[src/rtl/pipe_pkg.sv]
// pipe_pkg: shared definitions for the MIPS pipeline sequencing controller.
//   - FSM state encoding (RUN, FLUSH)
//   - TUSE/TNEW field width and the "operand not used" TUSE code
//   - default mult/div busy lengths
//   - src_haz(): data-hazard test for one source operand of the D instruction
package pipe_pkg;

  localparam int TW = 2;
  localparam logic [TW-1:0] TUSE_NONE = 2'd3;

  localparam int MULT_CYC_DEF = 5;
  localparam int DIV_CYC_DEF  = 10;

  typedef enum logic {
    RUN   = 1'b0,
    FLUSH = 1'b1
  } pipe_state_e;

  // A source stalls when a producer in E or M targets it and will not have
  // the value ready by the time D needs it. TUSE_NONE (3) can never be
  // exceeded by a 2-bit tnew, so unused operands never stall.
  function automatic logic src_haz(
    input logic [4:0]    x,
    input logic [TW-1:0] tuse,
    input logic [4:0]    waE,
    input logic [TW-1:0] tnewE,
    input logic [4:0]    waM,
    input logic [TW-1:0] tnewM
  );
    return (x != 5'd0) &&
           (((x == waE) && (tnewE > tuse)) ||
            ((x == waM) && (tnewM > tuse)));
  endfunction

endpackage

[src/rtl/md_busy_cnt.sv]
// md_busy_cnt: occupancy counter for the multi-cycle mult/div unit.
// Ports:
//   clk, rst   - clock, async active-high reset (clears the counter)
//   start      - accept a new op this cycle (already qualified by the caller)
//   isDiv      - 1 = div/divu length, 0 = mult/multu length
//   busy       - counter nonzero
// A start is ignored while an op is still counting; the counter otherwise
// decrements to 0 and holds there.
module md_busy_cnt
  import pipe_pkg::*;
#(
  parameter int MULT_CYC = MULT_CYC_DEF,
  parameter int DIV_CYC  = DIV_CYC_DEF,
  parameter int CNT_W    = 4
) (
  input  logic clk,
  input  logic rst,
  input  logic start,
  input  logic isDiv,
  output logic busy
);

  localparam logic [CNT_W-1:0] MC = CNT_W'(MULT_CYC);
  localparam logic [CNT_W-1:0] DC = CNT_W'(DIV_CYC);

  logic [CNT_W-1:0] cnt;

  always_ff @(posedge clk or posedge rst) begin
    if (rst)                         cnt <= '0;
    else if (start && (cnt == '0))   cnt <= isDiv ? DC : MC;
    else if (cnt != '0)              cnt <= cnt - 1'b1;
  end

  assign busy = (cnt != '0);

endmodule

[src/rtl/pipe_ctrl.sv]
// pipe_ctrl: stall / bubble / flush sequencing for the five-stage MIPS pipe.
// Ports:
//   clk, rst            - clock, async active-high reset
//   rsD, rtD            - D-stage source register numbers
//   tuseRsD, tuseRtD    - cycles until D needs rs/rt (3 = unused)
//   waE, waM            - E/M destination register (0 = no write)
//   tnewE, tnewM        - cycles until E/M produce their result
//   mdUseD              - D holds a HI/LO or mult/div instruction
//   mdStartE, mdIsDivE  - mult/div op in E and its kind
//   excReq              - exception/interrupt request taken at M
//   stallF, stallD      - hold PC and F/D register (combinational)
//   clrE                - bubble into D/E (combinational)
//   DEMWclr, excPcSel   - flush D/E/M/W and vector to handler (registered)
//   mdBusy              - mult/div unit occupied
// Optional: PIPE_CTRL_PERF_EN adds stallCnt / flushCnt (32-bit, wrapping).
module pipe_ctrl
  import pipe_pkg::*;
#(
  parameter int MULT_CYC = MULT_CYC_DEF,
  parameter int DIV_CYC  = DIV_CYC_DEF,
  parameter int CNT_W    = 4
) (
  input  logic          clk,
  input  logic          rst,
  input  logic [4:0]    rsD,
  input  logic [4:0]    rtD,
  input  logic [TW-1:0] tuseRsD,
  input  logic [TW-1:0] tuseRtD,
  input  logic [4:0]    waE,
  input  logic [4:0]    waM,
  input  logic [TW-1:0] tnewE,
  input  logic [TW-1:0] tnewM,
  input  logic          mdUseD,
  input  logic          mdStartE,
  input  logic          mdIsDivE,
  input  logic          excReq,
  output logic          stallF,
  output logic          stallD,
  output logic          clrE,
  output logic          DEMWclr,
  output logic          excPcSel,
`ifdef PIPE_CTRL_PERF_EN
  output logic [31:0]   stallCnt,
  output logic [31:0]   flushCnt,
`endif
  output logic          mdBusy
);

  pipe_state_e state;

  // Gating with rst keeps every output low for the whole reset assertion,
  // not just after the next edge.
  logic run;
  assign run = (state == RUN) && !rst;

  logic haz, md_stall, stall;
  assign haz = src_haz(rsD, tuseRsD, waE, tnewE, waM, tnewM) ||
               src_haz(rtD, tuseRtD, waE, tnewE, waM, tnewM);
  assign md_stall = mdUseD && (mdBusy || mdStartE);
  assign stall    = run && (haz || md_stall);

  assign stallF = stall;
  assign stallD = stall;
  assign clrE   = stall;

  // An op in E alongside an exception is younger than the faulting
  // instruction and gets flushed, so it must not occupy the unit.
  md_busy_cnt #(
    .MULT_CYC (MULT_CYC),
    .DIV_CYC  (DIV_CYC),
    .CNT_W    (CNT_W)
  ) u_md (
    .clk   (clk),
    .rst   (rst),
    .start (run && mdStartE && !excReq),
    .isDiv (mdIsDivE),
    .busy  (mdBusy)
  );

  always_ff @(posedge clk or posedge rst) begin
    if (rst) begin
      state    <= RUN;
      DEMWclr  <= 1'b0;
      excPcSel <= 1'b0;
    end else begin
      case (state)
        RUN: begin
          if (excReq) begin
            state    <= FLUSH;
            DEMWclr  <= 1'b1;
            excPcSel <= 1'b1;
          end else begin
            DEMWclr  <= 1'b0;
            excPcSel <= 1'b0;
          end
        end
        default: begin
          // One flush cycle only; a still-high excReq is re-taken from RUN.
          state    <= RUN;
          DEMWclr  <= 1'b0;
          excPcSel <= 1'b0;
        end
      endcase
    end
  end

`ifdef PIPE_CTRL_PERF_EN
  always_ff @(posedge clk or posedge rst) begin
    if (rst) begin
      stallCnt <= '0;
      flushCnt <= '0;
    end else begin
      if (stall)                        stallCnt <= stallCnt + 32'd1;
      if ((state == RUN) && excReq)     flushCnt <= flushCnt + 32'd1;
    end
  end
`endif

endmodule

[config.mk]
export PLATFORM = sky130hd
export DESIGN_NAME = pipe_ctrl
export DESIGN_NICKNAME = d
export VERILOG_FILES = /design/src/rtl/pipe_pkg.sv /design/src/rtl/md_busy_cnt.sv /design/src/rtl/pipe_ctrl.sv
export SDC_FILE = /design/constraint.sdc
export NUM_CORES = 1
export LEC_CHECK = 0
export ABC_AREA = 1
export CAP_MARGIN = 20
export CORE_AREA = 2 2 58 60
export CTS_CLUSTER_SIZE = 25
export DETAILED_ROUTE_END_ITERATION = 6
export DIE_AREA = 0 0 60 62
export DONT_BUFFER_PORTS = 1
export GPL_ROUTABILITY_DRIVEN = 0
export GPL_TIMING_DRIVEN = 0
export SETUP_SLACK_MARGIN = 0.05
export SYNTH_ARGS = -nofsm -noshare
export SYNTH_HDL_FRONTEND = slang
export SYNTH_SLANG_ARGS = --single-unit
export TNS_END_PERCENT = 50
[constraint.sdc]
create_clock -name clk -period 2.55 [get_ports clk]
set_input_delay 0.255 -clock clk [delete_from_list [all_inputs] [get_ports clk]]
set_output_delay 0.255 -clock clk [all_outputs]
set_load 0.01 [all_outputs]
Word level (Yosys, flattened, before mapping) --
Cells that the tools add are included.
Storage, ports and cells: bits in registers 5, output and inout bits 6
Operators by class: add/subtract/negate cells 1, order comparisons 4, equal/unequal tests 4, mux-type cells 5, bitwise logic cells 1, reduce and logical (&&, ||, !) cells 24
Operators by type and width (number):
- 5-bit == test | 4
- 1-bit logical AND | 12
- 4-bit two-way mux | 3
- 5-bit nonzero test | 2
- 2-bit > comparator | 4
- 1-bit logical OR | 5
- 4-bit logical NOT | 1
- 4-bit nonzero test | 1
- 4-bit by 1-bit subtractor with 4-bit output, second input constant | 1
- 1-bit logical NOT | 2
- 1-bit two-way mux | 2
- 2-bit nonzero test | 1
- 1-bit NOT | 1

Logic depth before layout (Yosys ltp) --
word-level depth 7, gate-level depth with buffers 14

Hierarchy --
A second synthesis with hierarchy kept.
Unflattened totals: cells, all modules 169, area total of the unflattened synthesis 935.9 sq um
By module, submodules not included:
- pipe_ctrl | instances 1, cells each 134, area an instance 674.4 sq um
- md_busy_cnt | instances 1, cells each 35, area an instance 261.5 sq um

Worst setup path after synthesis --
Ideal clock, no wire load.
path type input -> output, start input tuseRtD[1], end output stallD, arrival time 1367 ps, required time 2295 ps, path slack 928 ps, stages 14, buffers on the path 1, cells stage by stage inv_1 -> ha_1 -> nand2_1 -> inv_1 -> nor2_1 -> nand2_1 -> nor2_2 -> nand2_1 -> nand2_1 -> nand2_1 -> nand3_1 -> nand2_1 -> inv_1 -> buf_4
Between the ends: word-level cells in the longest chain between the ends 7, elaborated cells between the ends (all ways) 9, those cells by class order compare: 2; reduce/logical: 7
Ends and longest elaborated chain:
- from (decl) | RTL line pipe_ctrl.sv:28 | input logic [TW-1:0] tuseRtD,
- 2-bit > comparator, on equally long branches | RTL line pipe_pkg.sv:31, pipe_pkg.sv:32
- 1-bit logical AND, on equally long branches | RTL line pipe_pkg.sv:31, pipe_pkg.sv:32
- 1-bit logical OR * | RTL line pipe_pkg.sv:31 | (((x == waE) && (tnewE > tuse)) ||
- 1-bit logical AND * | RTL line pipe_pkg.sv:30 | return (x != 5'd0) &&
- 1-bit logical OR * | RTL line pipe_ctrl.sv:57 | assign haz = src_haz(rsD, tuseRsD, waE, tnewE, waM, tnewM) ||
- 1-bit logical OR * | RTL line pipe_ctrl.sv:60 | assign stall = run && (haz || md_stall);
- 1-bit logical AND * | RTL line pipe_ctrl.sv:60
- to (decl) | RTL line pipe_ctrl.sv:38 | output logic stallD,
Every way passes the cells marked *; elsewhere a longest branch is shown, timed or not.

Final worst setup path --
start register u_md.cnt[0], end output stallF
Between the ends: word-level cells in the longest chain between the ends 5
Ends and longest elaborated chain:
- from (decl) | RTL line md_busy_cnt.sv:26 | logic [CNT_W-1:0] cnt;
- from (signal assigned) | RTL line md_busy_cnt.sv:30 | else if (start && (cnt == '0)) cnt <= isDiv ? DC : MC;
- from (signal assigned) | RTL line md_busy_cnt.sv:31 | else if (cnt != '0) cnt <= cnt - 1'b1;
- 4-bit nonzero test | RTL line md_busy_cnt.sv:34 | assign busy = (cnt != '0);
- net mdBusy | RTL line pipe_ctrl.sv:46 | output logic mdBusy
- 1-bit logical OR | RTL line pipe_ctrl.sv:59 | assign md_stall = mdUseD && (mdBusy || mdStartE);
- 1-bit logical AND | RTL line pipe_ctrl.sv:59
- 1-bit logical OR | RTL line pipe_ctrl.sv:60
- 1-bit logical AND | RTL line pipe_ctrl.sv:60
- to (decl) | RTL line pipe_ctrl.sv:37 | output logic stallF,
The timed path passes the listed nets, and every way through them passes these cells.

==> summary.txt <==
Clocking
  • Clock slew at reported path FFs: 40 ps
  • Worst skew pair latency: 240 ps
  • H-tree depth: 1
  • CTS buffer count: 3
  • Post-CTS setup buffer count: 0
  • CTS Buffer Depth: 2
  • CTS tree: built
  • Post-CTS Resized: 0
  • Clock Sink Count: 5
  • Clock Root Buffer: clkbuf_4

Synthesis
  • Sequential element share of the synthesized area: 13.9%
  • Synth Area in Compound Gates: 7.39%
  • Post-synthesis mux area share: 0%
  • Number of synthesized flops with an enable pin: 0
  • Ys Warns: 0
  • Post-synthesis net count: 203
  • Post-synth top area share: approximately 22%
  • Ranking of synthesized cells by area: nand2_1 (22%), dfrtp_1 (14%), ha_1 (14%), inv_1 (14%), nor2_1 (5.9%)
  • Main flop type after synthesis: dfrtp_1
  • Count leader, synth: nand2_1
  • Syn_area_per_cell: 5.64 sq um
  • Ys async rst share: 100%
  • Leading area contributor after synthesis: nand2_1
  • Post-synthesis cell area: 897 sq um
  • Simple-gate share of the synthesized area: 40.4%
  • Post-Synth Adder-Cell Area: 13.9%
  • Distinct cells, synth: 20
  • Largest family of logic cells by synthesized area: simple AND/OR/NAND/NOR gates
  • Count of state elements after synthesis: 5
  • Most instantiated cells after synthesis: nand2_1 (53), inv_1 (33), nor2_1 (14), ha_1 (10), nand3_1 (10)
  • XOR/XNOR Fraction of Synth Area: under 10%
  • Syn Inst Count: 159

STA
  • Slew margin rel.: 82.1%
  • Post-route minimum period: 2040 ps
  • Highest clock rate: a little under 500 MHz
  • Fin. max-slew vios: 0
  • Clock Skew: 1.89 ps
  • Worst hold slack: 158 ps
  • # setup viols final: 0
  • Slew at the pin closest to its max-slew limit: 267 ps
  • Final setup TNS: 0 ps
  • Final hold violations: 0
  • Period utilization: 80.2%
  • Unrepaired setup endpoints after global routing: no

Place
  • Cell Area, Placed: 955 sq um
  • I/O Buffers: 0
  • Final HPWL DP: 1900 um

Route
  • DR WL/cell: around 10 um
  • Drc violations: 0
  • Via-to-Cell Ratio: ~4.3
  • Drt initial violations: 33
  • Total number of vias: 903
  • DRT Wirelength: about 2100 um
  • Post-route antenna net violation count: 0
  • Pre-Repair DR Iteration Count: 4

Floorplan
  • Die ar.: 3720 sq um
  • Rows: 21
  • Starting density of the core: 28.2%
  • Die Wd: 60 um
  • I/O Pins: 40
  • Die Span Y: 62 um
  • CORE AREA: 3180 sq um

Power and ir drop
  • Power density cells: 471 nW/um^2
  • VDD IR max: 347 uV
  • P_leak: 0.000596 uW

Hold path
  • HP Class: primary input to register
  • Worst hold start: excReq

Worst setup path
  • Crit-path slowest cell: dfrtp_1
  • Delay of the slowest critical-path stage: roughly 410 ps
  • CP cell instances: inv_1 > ha_1 > nand3_1 > o21ai_0 > nand3_1 > nand2_1 > inv_1 > buf_4
  • Worst Setup EP: stallF
  • R2r setup slk: 1120 ps
  • CP arrival: 1790 ps
  • R2R Path Start: u_md.cnt[0]
  • R2r endpoint: u_md.cnt[1]
  • Req. time, crit path: 2300 ps
  • R2R depth: 6
  • Startpoint Class: register
  • Worst Setup Path Type: register to output port
  • CP startpoint: u_md.cnt[0]
  • CP Capture Type: output port
  • Max Fanout on Critical Path: 5

Global routing
  • Vias in the first global route: 845
  • Gr usage total: 12.3%
  • First-pass GRT wire length: 3310 um
  • Antenna violations before repair: 0
  • Largest net degree at the start of global routing: 6
  • Congestion Overflow GR: 0

Finish
  • Antenna diode count: 0
  • Synth-to-Final Area Change: 10.5%
  • Layout Nets: 209
  • Share of cells above drive strength 1: 9.15%
  • Fin area: 991 sq um

Run status
  • Outcome: finished, final reports clean

Run
  • Max cap viols: 0
-- cell families after synthesis --
| logic type | count (synthesis) |
|---|---|
| adders and majority gates | 10 |
| AOI/OAI and AO/OA | 12 |
| buffers and inverters | 41 |
| and+or+nand+nor | 85 |
| xor gates and xnor gates | 6 |
| DFF | 5 |
-- power breakdown --
group	leakage [uW]	switching [uW]	internal, uW
Combinational	0.000521	130	102
Sequential	0.0000604	25.9	116
Clock	0.0000150	32.8	59.2
Total	0.000596	189	278
-- through the flow --
| stage | total power (uW) | utilization (%) | std cells | setup WS, ps |
|---|---|---|---|---|
| 3_5_place_dp | 378 | 30.0 | 205 | 747 |
| 6_report | 466 | 31.2 | 210 | 506 |
| 4_1_cts | 477 | 31.2 | 210 | 480 |
| 3_3_place_gp | 373 | 30.0 | 205 | 752 |
| 2_1_floorplan | 332 | - | 159 | 928 |
| 5_1_grt | 518 | 31.2 | 210 | 334 |
-- layer usage --
metal,up-vias,global-route usage (%),wire length [um]
li1,488,-,-
met1,364,14.3,866
met2,41,20.2,950
met3,10,3.73,222
met4,0,7.30,61
met5,-,0,0
-- what timing repair did --
item / CTS / global route
hold buffers: 1 / 0
endpoints found under the setup margin: 0 / 0
hold endpoints to repair: 5 / 0
-- cells in the final DEF, fill, tap and decap left out --
cell	netlist	layout
a21oi_1	4	4
a31oi_1	1	1
buf_4	3	3
clkbuf_1	0	1
clkbuf_4	0	3
clkinv_1	1	1
dfrtp_1	5	5
dlygate4sd3_1	0	1
ha_1	10	10
inv_1	33	33
inv_2	4	4
nand2_1	53	53
nand2_2	1	1
nand3_1	10	10
nand3_2	1	1
nand3_4	1	1
nor2_1	14	14
nor2_2	2	2
nor3_1	3	3
o211ai_1	2	2
o21ai_0	5	5
xnor2_1	2	2
xor2_1	4	4
-- registers in the layout, indices dropped and copies added, names as in the netlist --
name and cells:
state 1, u_md.cnt 4
-- critical path, delay by kind of cell (launching register included) --
family | cells | cell delay (ps)
AO/OA/AOI/OAI | 1 | 260
adder cells (fa/ha/maj) | 1 | 160
buffers and inverters | 3 | 320
flip-flops | 1 | 410
AND/OR/NAND/NOR | 3 | 380
-- area by class of cell --
cell class | instances | area (sq um)
Timing Repair Buffer | 1 | 10.0
Fill cell | 367 | 2190
Multi-Input combinational cell | 113 | 607
Sequential cell | 5 | 125
Tap cell | 46 | 57.6
Inverter | 38 | 143
Buffer | 3 | 22.5
Clock buffer | 4 | 26.3
-- how the worst min path moves through the flow --
| stage | cells past startpoint | to |
|---|---|---|
| after global routing | 2 | state |
| after detailed placement | 1 | state |
| after floorplan | 1 | state |
| after global placement | 1 | state |
| after CTS | 2 | state |
| final | 2 | state |
Power figures use the tool's default switching activity.
